`src/rtl/multicycle_controller_pkg.sv`:
```
// Shared encodings for the multicycle MIPS controller: FSM states, instruction
// fields, and the datapath select/ALU codes.
package multicycle_controller_pkg;

    // J and JAL share one state, as do MFHI and MFLO, so that all sixteen
    // states fit the 4-bit debug port. The per-instruction differences in
    // those states come from the opcode/func held in the instruction register.
    typedef enum logic [3:0] {
        S_FETCH    = 4'd0,
        S_DECODE   = 4'd1,
        S_MEM_ADDR = 4'd2,
        S_MEM_RD   = 4'd3,
        S_MEM_WB   = 4'd4,
        S_MEM_WR   = 4'd5,
        S_R_EXEC   = 4'd6,
        S_R_WB     = 4'd7,
        S_I_EXEC   = 4'd8,
        S_I_WB     = 4'd9,
        S_BRANCH   = 4'd10,
        S_JUMP     = 4'd11,
        S_JR       = 4'd12,
        S_MULT     = 4'd13,
        S_MFHL     = 4'd14,
        S_ILLEGAL  = 4'd15
    } state_e;

    localparam logic [5:0] OP_RTYPE = 6'b000000;
    localparam logic [5:0] OP_LW    = 6'b100011;
    localparam logic [5:0] OP_SW    = 6'b101011;
    localparam logic [5:0] OP_BEQ   = 6'b000100;
    localparam logic [5:0] OP_ADDI  = 6'b001000;
    localparam logic [5:0] OP_SLTI  = 6'b001010;
    localparam logic [5:0] OP_J     = 6'b000010;
    localparam logic [5:0] OP_JAL   = 6'b000011;

    localparam logic [5:0] FN_ADD  = 6'b100000;
    localparam logic [5:0] FN_SUB  = 6'b100010;
    localparam logic [5:0] FN_AND  = 6'b100100;
    localparam logic [5:0] FN_OR   = 6'b100101;
    localparam logic [5:0] FN_SLT  = 6'b101010;
    localparam logic [5:0] FN_MULT = 6'b011000;
    localparam logic [5:0] FN_MFHI = 6'b010000;
    localparam logic [5:0] FN_MFLO = 6'b010010;
    localparam logic [5:0] FN_JR   = 6'b001000;

    localparam logic [3:0] ALU_AND  = 4'd0;
    localparam logic [3:0] ALU_OR   = 4'd1;
    localparam logic [3:0] ALU_ADD  = 4'd2;
    localparam logic [3:0] ALU_SUB  = 4'd6;
    localparam logic [3:0] ALU_SLT  = 4'd7;
    localparam logic [3:0] ALU_MULT = 4'd8;

    localparam logic [1:0] SRCB_REG     = 2'd0;
    localparam logic [1:0] SRCB_FOUR    = 2'd1;
    localparam logic [1:0] SRCB_SEXT    = 2'd2;
    localparam logic [1:0] SRCB_SEXT_SH = 2'd3;

    localparam logic [1:0] RDST_RT  = 2'd0;
    localparam logic [1:0] RDST_RD  = 2'd1;
    localparam logic [1:0] RDST_R31 = 2'd2;

    localparam logic [1:0] WDST_ALU_MEM = 2'd0;
    localparam logic [1:0] WDST_PC      = 2'd1;
    localparam logic [1:0] WDST_HI      = 2'd2;
    localparam logic [1:0] WDST_LO      = 2'd3;

    localparam logic [1:0] PCSRC_ALU  = 2'd0;
    localparam logic [1:0] PCSRC_JUMP = 2'd1;
    localparam logic [1:0] PCSRC_REGA = 2'd2;

    function automatic logic is_wait_state(input state_e s);
        return (s == S_FETCH) || (s == S_MEM_RD) || (s == S_MEM_WR);
    endfunction

    // Instruction dispatch out of DECODE; anything unrecognised traps.
    function automatic state_e decode_next(input logic [5:0] op, input logic [5:0] fn);
        state_e nxt;
        nxt = S_ILLEGAL;
        case (op)
            OP_LW, OP_SW:    nxt = S_MEM_ADDR;
            OP_BEQ:          nxt = S_BRANCH;
            OP_ADDI, OP_SLTI: nxt = S_I_EXEC;
            OP_J, OP_JAL:    nxt = S_JUMP;
            OP_RTYPE: begin
                case (fn)
                    FN_ADD, FN_SUB, FN_AND, FN_OR, FN_SLT: nxt = S_R_EXEC;
                    FN_MULT:          nxt = S_MULT;
                    FN_MFHI, FN_MFLO: nxt = S_MFHL;
                    FN_JR:            nxt = S_JR;
                    default:          nxt = S_ILLEGAL;
                endcase
            end
            default: nxt = S_ILLEGAL;
        endcase
        return nxt;
    endfunction

endpackage

```
`src/rtl/multicycle_controller_alu_op_decoder.sv`:
```
// Maps the instruction's opcode/func fields to the ALU operation code used by
// the execute and write-back states.
module alu_op_decoder
    import multicycle_controller_pkg::*;
(
    input  logic [5:0] opcode,
    input  logic [5:0] func,
    output logic [3:0] alu_op
);

    always_comb begin
        alu_op = ALU_ADD;
        case (opcode)
            OP_RTYPE: begin
                case (func)
                    FN_SUB:  alu_op = ALU_SUB;
                    FN_AND:  alu_op = ALU_AND;
                    FN_OR:   alu_op = ALU_OR;
                    FN_SLT:  alu_op = ALU_SLT;
                    FN_MULT: alu_op = ALU_MULT;
                    default: alu_op = ALU_ADD;
                endcase
            end
            OP_SLTI: alu_op = ALU_SLT;
            OP_BEQ:  alu_op = ALU_SUB;
            default: alu_op = ALU_ADD;
        endcase
    end

endmodule

```
`src/rtl/multicycle_controller.sv`:
```
// Moore-style control FSM for a multicycle MIPS datapath, with a bounded
// memory-wait counter and a sticky fault flag for traps and timeouts.
module multicycle_controller
    import multicycle_controller_pkg::*;
#(
    parameter int WAIT_LIMIT = 15
) (
    input  logic       clk,
    input  logic       reset,
    input  logic [5:0] opcode,
    input  logic [5:0] func,
    input  logic       Zero,
    input  logic       mem_ready,
    output logic       PC_write,
    output logic       PC_write_cond,
    output logic       IorD,
    output logic       IR_write,
    output logic       Mem_Read,
    output logic       Mem_Write,
    output logic       MemtoReg,
    output logic       Reg_Write,
    output logic       ld,
    output logic       ALUsrcA,
    output logic [1:0] ALUsrcB,
    output logic [1:0] regDst,
    output logic [1:0] writeDst,
    output logic [1:0] PC_src,
    output logic [3:0] ALUOperation,
    output logic       err,
    output logic [3:0] state_o
);

    localparam int CW = $clog2(WAIT_LIMIT + 1);

    state_e        state_q, state_d;
    logic [CW-1:0] wait_cnt_q, wait_cnt_d;
    logic          err_q, err_d;
    logic          timeout;
    logic [3:0]    alu_op_dec;

    // Zero gates PC_write_cond inside the datapath, not here.
    logic unused_zero;
    assign unused_zero = Zero;

    alu_op_decoder u_alu_op_decoder (
        .opcode (opcode),
        .func   (func),
        .alu_op (alu_op_dec)
    );

    // NOTE: every always_comb output gets a default first so no path leaves
    // it unassigned, which would otherwise infer a latch.
    always_comb begin
        state_d    = state_q;
        wait_cnt_d = '0;
        err_d      = err_q;
        timeout    = 1'b0;

        // The timeout fires on the last permitted idle cycle; a mem_ready in
        // that same cycle still completes the access.
        if (is_wait_state(state_q) && !mem_ready) begin
            if (wait_cnt_q == CW'(WAIT_LIMIT - 1)) begin
                timeout = 1'b1;
            end else begin
                wait_cnt_d = wait_cnt_q + 1'b1;
            end
        end

        case (state_q)
            S_FETCH:    if (mem_ready) state_d = S_DECODE;
            S_DECODE:   state_d = decode_next(opcode, func);
            S_MEM_ADDR: state_d = (opcode == OP_LW) ? S_MEM_RD : S_MEM_WR;
            S_MEM_RD:   if (mem_ready) state_d = S_MEM_WB;
            S_MEM_WR:   if (mem_ready) state_d = S_FETCH;
            S_R_EXEC:   state_d = S_R_WB;
            S_I_EXEC:   state_d = S_I_WB;
            S_ILLEGAL: begin
                err_d   = 1'b1;
                state_d = S_FETCH;
            end
            default:    state_d = S_FETCH;
        endcase

        if (timeout) begin
            err_d   = 1'b1;
            state_d = S_FETCH;
        end
    end

    // NOTE: sequential state uses non-blocking assignments so every flop
    // samples the pre-edge value of its inputs.
    always_ff @(posedge clk or negedge reset) begin
        if (!reset) begin
            state_q    <= S_FETCH;
            wait_cnt_q <= '0;
            err_q      <= 1'b0;
        end else begin
            state_q    <= state_d;
            wait_cnt_q <= wait_cnt_d;
            err_q      <= err_d;
        end
    end

    // Output decode. Strobes are qualified by the reset pin itself so they
    // drop the moment reset asserts, even in FETCH.
    always_comb begin
        PC_write      = 1'b0;
        PC_write_cond = 1'b0;
        IorD          = 1'b0;
        IR_write      = 1'b0;
        Mem_Read      = 1'b0;
        Mem_Write     = 1'b0;
        MemtoReg      = 1'b0;
        Reg_Write     = 1'b0;
        ld            = 1'b0;
        ALUsrcA       = 1'b0;
        ALUsrcB       = SRCB_REG;
        regDst        = RDST_RT;
        writeDst      = WDST_ALU_MEM;
        PC_src        = PCSRC_ALU;
        ALUOperation  = ALU_AND;

        if (reset) begin
            case (state_q)
                S_FETCH: begin
                    Mem_Read     = 1'b1;
                    ALUsrcB      = SRCB_FOUR;
                    ALUOperation = ALU_ADD;
                    IR_write     = mem_ready;
                    PC_write     = mem_ready;
                end
                S_DECODE: begin
                    ALUsrcB      = SRCB_SEXT_SH;
                    ALUOperation = ALU_ADD;
                end
                S_MEM_ADDR: begin
                    ALUsrcA      = 1'b1;
                    ALUsrcB      = SRCB_SEXT;
                    ALUOperation = ALU_ADD;
                end
                S_MEM_RD: begin
                    Mem_Read = 1'b1;
                    IorD     = 1'b1;
                end
                S_MEM_WB: begin
                    Reg_Write = 1'b1;
                    MemtoReg  = 1'b1;
                end
                S_MEM_WR: begin
                    Mem_Write = 1'b1;
                    IorD      = 1'b1;
                end
                S_R_EXEC: begin
                    ALUsrcA      = 1'b1;
                    ALUOperation = alu_op_dec;
                end
                S_R_WB: begin
                    ALUsrcA      = 1'b1;
                    ALUOperation = alu_op_dec;
                    Reg_Write    = 1'b1;
                    regDst       = RDST_RD;
                end
                S_I_EXEC: begin
                    ALUsrcA      = 1'b1;
                    ALUsrcB      = SRCB_SEXT;
                    ALUOperation = alu_op_dec;
                end
                S_I_WB: begin
                    ALUsrcA      = 1'b1;
                    ALUsrcB      = SRCB_SEXT;
                    ALUOperation = alu_op_dec;
                    Reg_Write    = 1'b1;
                end
                S_BRANCH: begin
                    ALUsrcA       = 1'b1;
                    ALUOperation  = ALU_SUB;
                    PC_write_cond = 1'b1;
                end
                S_JUMP: begin
                    PC_write = 1'b1;
                    PC_src   = PCSRC_JUMP;
                    if (opcode == OP_JAL) begin
                        Reg_Write = 1'b1;
                        regDst    = RDST_R31;
                        writeDst  = WDST_PC;
                    end
                end
                S_JR: begin
                    PC_write = 1'b1;
                    PC_src   = PCSRC_REGA;
                end
                S_MULT: begin
                    ALUsrcA      = 1'b1;
                    ALUOperation = ALU_MULT;
                    ld           = 1'b1;
                end
                S_MFHL: begin
                    Reg_Write = 1'b1;
                    regDst    = RDST_RD;
                    writeDst  = (func == FN_MFLO) ? WDST_LO : WDST_HI;
                end
                default: ;
            endcase
        end
    end

    assign err     = err_q;
    assign state_o = state_q;

endmodule

```
`config.mk`:
```
export PLATFORM = sky130hd
export DESIGN_NAME = multicycle_controller
export DESIGN_NICKNAME = d
export VERILOG_FILES = /design/src/rtl/multicycle_controller_pkg.sv /design/src/rtl/multicycle_controller_alu_op_decoder.sv /design/src/rtl/multicycle_controller.sv
export SDC_FILE = /design/constraint.sdc
export NUM_CORES = 1
export LEC_CHECK = 0
export ABC_AREA = 1
export CORE_UTILIZATION = 40
export CTS_BUF_LIST = sky130_fd_sc_hd__clkbuf_16
export CTS_CLUSTER_SIZE = 8
export DETAILED_ROUTE_END_ITERATION = 6
export PLACE_DENSITY_LB_ADDON = 0.3
export REMOVE_ABC_BUFFERS = 1
export SYNTH_ARGS = -nofsm -noshare
export SYNTH_HDL_FRONTEND = slang
export SYNTH_SLANG_ARGS = --single-unit
```
`constraint.sdc`:
```
create_clock -name clk -period 5.1 [get_ports clk]
set_clock_uncertainty 0.15 [all_clocks]
set_input_delay 1.53 -clock clk [delete_from_list [all_inputs] [get_ports clk]]
set_output_delay 1.53 -clock clk [all_outputs]
set_load 0.02 [all_outputs]
```
After elaboration in Yosys (flattened, before gate mapping):

Cells that the tools add are included.

* register bits: 9
* input bits: 16
* output and inout port bits: 27
* word-level logic and storage cells: 111

* add/subtract/negate cells: 1
* equality and inequality tests: 35
* multiplexer cells: 50
* reduce and logical (&&, ||, !) cells: 22

Operators with widths (number)
* 6-bit equality test (second input constant): 7
* 4-bit case mux with 5 select lines: 2
* 4-bit equality test (second input constant): 9
* 4-bit case mux with 4 select lines: 2
* 4-bit two-way mux: 7
* 4-bit case mux with 7 select lines: 1
* 1-bit two-way mux: 25
* 6-bit by 4-bit equality test with 1-bit output (second input constant): 3
* 6-bit by 5-bit equality test with 1-bit output (second input constant): 3
* 4-bit by 3-bit equality test with 1-bit output (second input constant): 4
* 2-bit OR reduction: 8
* 6-bit by 2-bit equality test with 1-bit output (second input constant): 2
* 2-bit case mux with 2 select lines: 3
* 4-bit case mux with 3 select lines: 1
* 2-bit two-way mux: 5
* 3-bit != test (second input constant): 3
* 4-bit by 2-bit equality test with 1-bit output (second input constant): 2
* 4-bit OR reduction: 2
* 7-bit OR reduction: 1
* 6-bit by 3-bit equality test with 1-bit output (second input constant): 1
* 6-bit logical NOT: 1
* 2-bit case mux with 3 select lines: 1
* 3-bit OR reduction: 2
* 5-bit OR reduction: 1
* other kinds (10): 12

Logic depth before layout (Yosys ltp):

Gate-level depths: netlist of the first run.

* depth after elaboration: 7
* mapped depth: 11
* mapped depth without buffers: 11

By module:

From an unflattened synthesis of the first run, not the netlist that was laid out.

* cells, all modules: 211
* area, all modules: 1169.9 um^2

Modules (own cells, without submodules)
* multicycle_controller: instances 1, cells each 174, area each 1001.0 um^2, seq. area each 225.2 um^2
* alu_op_decoder: instances 1, cells each 37, area each 168.9 um^2, seq. area each 0.0 um^2

Worst setup path after synthesis of the first run:

No wires, ideal clock.

* path type: input to output
* start: input reset
* end: output writeDst[0]
* data arrival time: 2657 ps
* required time: 3420 ps
* path slack: 763 ps
* stages: 4
* path buffers: 0
* cells stage by stage: inv_1 > nor3_1 > nand2_1 > o22ai_1

* cells in the longest elaborated chain, start to end: 1

Ends and longest elaborated chain
* from (decl): RTL line multicycle_controller.sv:9 `input logic reset,`
* 2-bit two-way mux: RTL line multicycle_controller.sv:123 `if (reset) begin`
* to (decl): RTL line multicycle_controller.sv:26 `output logic [1:0] writeDst,`

Every way passes these cells.

Worst setup path in the final report of the first run:

Same ends and word-level chain as after synthesis.

==> results.yml, run 1 <==
timing:
  final_hold_viol_count: 0
  post-route-period-util_pct: 97.2
  tns_ns: 0
  tightest_slew_ns: 0.384
  slew_headroom_pct: 74.0
  final_max_slew_viol_count: 0
  setup_viol: 0
  finalCriticalPeriod_ns: 4.96
  fmax_mhz: 202
  grt_setup_unrepaired: "no"
  hold-worst-slack_ns: 0.338
clock_network:
  cts-buffers-inserted: 3
  clock_path_buffers: 2
  root_buffer: "clkbuf_16"
  tritoncts: "built"
  clkTransAtPathRegs_ns: 0.04
  cts_setup_buffers: 0
  insertion_delay_ns: 0.23
  cts.sinks: 9
  htreeDepth: 1
floorplan:
  fp-row-count: 18
  core_sq_um: 2480
  dieArea_sq_um: 2840
  die_w_um: 53.3
  start_util_pct: 42.4
  die_y_um: 53.3
  ioPinCount: 43
place:
  place_congestion: 0.903
  place_hpwl_um: 2360
  numPortBuffers: 41
synth:
  synthCells: 184
  synth_seq_cells: 9
  netlist_area_sq_um: 1050
  synth_top_area_share_pct: 21.4
  yosys_warnings: 0
  ys_types: 31
  yosysSeqAreaShare_pct: 21.4
  syn_avg_cell_area_sq_um: 5.71
  synthTopCellsByArea: "dfrtp_1 21%, nor2_1 14%, nand2_1 14%"
  yosysTopAreaCell: "dfrtp_1"
route:
  drtIter0Drc: 27
  antenna_left: 0
  routed_wl_um: 2940
  dr.pass1.iters: 6
  wl_per_cell_um: 10.9
  viasPerCell: 5.11
  drc: 0
  vias: 1375
grt:
  grt_pass1_wl_um: 4860
  grt_pass1_vias: 1190
  antenna_found_initial: 0
  overflow: 0
  gr-usage-all-layers_pct: 22.9
  grt_start_max_net_pins: 14
worst_hold_path:
  holdPathEnd: "err"
  min_path_cells: 2
  worstHoldStart: "err"
  min_path_type: "reg2reg"
critical_path:
  ff2ff_path_depth: 8
  startpoint_type: "input pin"
  cp_max_fo: 6
  reg2reg_to: "state_o[1]"
  path_class: "in2out"
  reg2reg_from: "state_o[0]"
  cp.required_ns: 3.42
  worstSetupEndpointType: "output pin"
  rrSetupSlack_ns: 3.51
  cp-startpoint: "reset"
  arrival_ns: 3.28
power_and_ir_drop:
  ir_drop_v: 0.000419
  power_density_nw_per_um2: 361
  leakage_nw: 0.867
final_layout:
  drive_above_1_share_pct: 12.6
  final_net_count: 258
  area_delta_synth_final_pct: 58.8
  diodes: 0
  final_cell_mix: "38 x nand2_1, 38 x nor2_1, 37 x clkdlybuf4s50_1, 26 x inv_1, 18 x nand3_1"
run_status:
  status: "complete, no violations"
run:
  maxCapViolCount: 0
cells in the mapped netlist, drive strengths merged:
cell     n
a41oi    1
nand4    3
nand3   19
nand3b   1
or3      1
o211ai   2
nor3     4
dfrtp    9
nor2    44
nand2   40
xnor2    1
inv     30
clkbuf   1
a21oi    7
and3     1
o311ai   1
o21ai   12
ha       2
a211oi   1
o21a     1
xor2     1
a22oi    1
o22ai    1
what timing repair did:
item,CTS,global route
setup endpoints to repair,0,4
gates resized for setup,0,5
hold buffers,0,0
worst max-delay path: stages:
cell and delay, ns:
clkdlybuf4s50_1 0.48, inv_1 0.10, nor3_1 0.29, nand2_1 0.08, o22ai_1 0.16, clkdlybuf4s50_1 0.63
sequential cells by signal, summed over array words and instances, names as in the netlist:
name / cells
state_o: 4
wait_cnt_q: 4
err: 1
cell families after synthesis:
logic type | after synthesis | synth area share, %
DFF | 9 | 21.4
buffers and inverters | 31 | 11.1
adders and majority gates | 2 | 2.38
xor gates and xnor gates | 2 | 1.67
AOI/OAI and AO/OA | 27 | 15.7
and+or+nand+nor | 113 | 47.7
metal layers:
layer / share of wire (%) / vias up / wire length [um] / track usage, %
met2: 45 / 43 / 1330 / 38.3
met5: 0 / - / 0 / 0
li1: - / 716 / - / -
met4: 0.78 / 0 / 23 / 3.95
met1: 48 / 613 / 1410 / 31.4
met3: 5.9 / 3 / 174 / 2.87
cell type report:
class | count | area [sq um]
Fill cell | 230 | 808
Multi-Input combinational cell | 144 | 712
Timing Repair Buffer | 52 | 503
Sequential cell | 9 | 225
Inverter | 30 | 113
Clock buffer | 3 | 75.1
Tap cell | 30 | 37.5
Clock inverter | 1 | 3.75
worst max-delay path by stage:
stage | end | depth (start not counted) | slack (ns)
floorplan | writeDst[0] | 4 | 0.66
global placement | ALUOperation[2] | 8 | 0.006
detailed placement | ALUOperation[2] | 8 | 0.01
CTS | ALUOperation[2] | 8 | 0.005
global route | PC_write | 6 | 0.03
finish | writeDst[0] | 6 | 0.14
power breakdown:
part / leakage (nW) / internal (W) / switching, W
sequential: 0.116 / 0.0000896 / 0.0000263
combinational: 0.709 / 0.000140 / 0.000211
clock: 0.0423 / 0.000102 / 0.0000333
stage by stage:
step	instances	utilization [%]	setup WS [ns]	power, W	instance area, sq um
after floorplan	183	-	0.664	0.000330	1050
after global placement	265	63.7	0.00645	0.000463	1580
after detailed placement	265	63.7	0.0138	0.000466	1580
after CTS	269	66.9	0.00539	0.000606	1660
after global routing	269	67.4	0.0256	0.000655	1670
final	269	67.4	0.145	0.000602	1670
(Power assumes the default switching activity.)
==> inputs of run 2 (changes only) <==
--- a/config.mk
+++ b/config.mk
@@ -6,6 +6,8 @@
 export NUM_CORES = 1
 export LEC_CHECK = 0
 export ABC_AREA = 1
+export CORE_ASPECT_RATIO = 1.1
+export CORE_MARGIN = 5
 export CORE_UTILIZATION = 40
 export CTS_BUF_LIST = sky130_fd_sc_hd__clkbuf_16
 export CTS_CLUSTER_SIZE = 8
==> run 2 against run 1 <==
Effect of this change:
- total power rose by 1.2%
- register-to-register slack is essentially flat
- via count shrank 1.9%
- sequential cell count unchanged
- worst hold slack got worse by 0.0040 ns
- wire length rose by 7.1%
==> results.yml, run 2 (synthesis results as in run 1) <==
run_status:
  status: "complete, no violations"
clock_network:
  clkTransAtPathRegs_ns: 0.04
  cts-buffers-inserted: 3
  htreeDepth: 1
  tritoncts: "built"
  ctsHoldBuffers: 0
  cts_setup_buffers: 0
  insertion_delay_ns: 0.23
  cts.sinks: 9
  root_buffer: "clkbuf_16"
  clock_path_buffers: 2
final_layout:
  diodes: 0
  fillerInstances: 240
  drive_above_1_share_pct: 12.2
  final_util_pct: 65.7
  final_cell_mix: "38 x nand2_1, 38 x nor2_1, 37 x clkdlybuf4s50_1, 26 x inv_1, 18 x nand3_1"
  area_delta_synth_final_pct: 57.6
  final_net_count: 256
timing:
  final_hold_viol_count: 0
  fin_ws_ns: 0.104
  setup_viol: 0
  grt_setup_unrepaired: "no"
  tightest_slew_ns: 0.278
  slew_headroom_pct: 81.3
  tns_ns: 0
  fmax_mhz: 200
  post-route-period-util_pct: 98.0
  final_max_slew_viol_count: 0
  finalCriticalPeriod_ns: 5.00
critical_path:
  path_class: "in2out"
  cp.required_ns: 3.42
  arrival_ns: 3.32
  startpoint_type: "input pin"
  rrSetupSlack_ns: 3.51
  worstSetupEndpointType: "output pin"
  cp_max_fo: 9
power_and_ir_drop:
  power.internal_w: 0.000331
  power_density_nw_per_um2: 368
  p_clk_share_pct: 22.3
  swShare_pct: 45.6
  power_frac_comb_pct: 58.8
  power_w: 0.000609
  p_sw_w: 0.000278
  ir_drop_v: 0.000334
  seqPwrFrac_pct: 19.0
  leakage_nw: 0.849
grt:
  antenna_found_initial: 0
  grt_start_max_net_pins: 14
  overflow: 0
  grt_pass1_vias: 1243
  grt_pass1_wl_um: 5440
  gr-usage-all-layers_pct: 17.7
place:
  place_congestion: 0.909
  numPortBuffers: 41
  place_ws_ns: 0.00209
  place_hpwl_um: 2600
floorplan:
  start_util_pct: 41.7
  core_sq_um: 2520
  dieArea_sq_um: 3750
  ioPinCount: 43
  die_w_um: 58.9
  fp-row-count: 19
  die_y_um: 63.8
route:
  dr.pass1.iters: 4
  vias: 1349
  drtIter0Drc: 46
  routed_wl_um: 3150
  drc: 0
  wl_per_cell_um: 11.8
  viasPerCell: 5.03
  antenna_left: 0
worst_hold_path:
  min_path_type: "reg2reg"
run:
  maxCapViolCount: 0
## run 2: changes by cell type in the layout (fill, tap and decap cells not counted)
cell	previous run	this run
buf_4	11	9
dlygate4sd2_1	0	1
dlymetal6s2s_1	4	3
nor3_1	4	3
nor3_2	0	1
## run 2: metrics by stage
step | cells | hold WS, ns | area (sq um)
finish | 268 | 0.334 | 1660
global route | 268 | 0.372 | 1660
CTS | 268 | 0.341 | 1640
detailed placement | 264 | 0.332 | 1560
global placement | 264 | 0.318 | 1560
floorplan | 183 | 0.301 | 1050
## run 2: power by group through the flow
| stage | Combinational (W) | Sequential (W) | Clock [W] |
|---|---|---|---|
| 6_report | 0.000358 | 0.000116 | 0.000136 |
| 5_1_grt | 0.000398 | 0.000119 | 0.000143 |
| 4_1_cts | 0.000358 | 0.000115 | 0.000138 |
| 3_5_place_dp | 0.000357 | 0.000116 | 0 |
| 3_3_place_gp | 0.000354 | 0.000116 | 0 |
| 2_1_floorplan | 0.000205 | 0.000126 | 0 |
## run 2: layer usage
metal	up-vias	track usage [%]	wire [um]
li1	704	-	-
met1	606	23.5	1420
met2	33	30.1	1530
met3	6	1.21	162
met4	0	5.95	34
met5	-	0	0
## run 2: cell type report
type | instances | area [sq um] | area share [%]
clock buffer | 3 | 75.1 | 4.53
clock inverter | 1 | 3.75 | 0.227
inverter | 30 | 113 | 6.80
multi-input combinational | 144 | 717 | 43.3
sequential | 9 | 225 | 13.6
tap | 31 | 38.8 | 2.34
timing repair buffer | 50 | 484 | 29.2
## run 2: final timing paths
kind	start	end	depth (start not counted)
max	reset	PC_write	6
min	err	err	2
max reg2reg	state_o[2]	state_o[2]	7
min reg2reg	err	err	2
max in group asynchronous	reset	state_o[2]	2
min in group asynchronous	reset	state_o[0]	2
## run 2: worst max-delay path: stages
cell	delay, ns
clkdlybuf4s50_1	0.42
inv_1	0.23
buf_4	0.18
nor3_1	0.05
or3_1	0.36
clkdlybuf4s50_1	0.54
## run 2: what timing repair did
| item | CTS | global route |
|---|---|---|
| endpoints found under the setup margin | 1 | 4 |
| pin swaps | 0 | 0 |
| resized for setup | 1 | 5 |
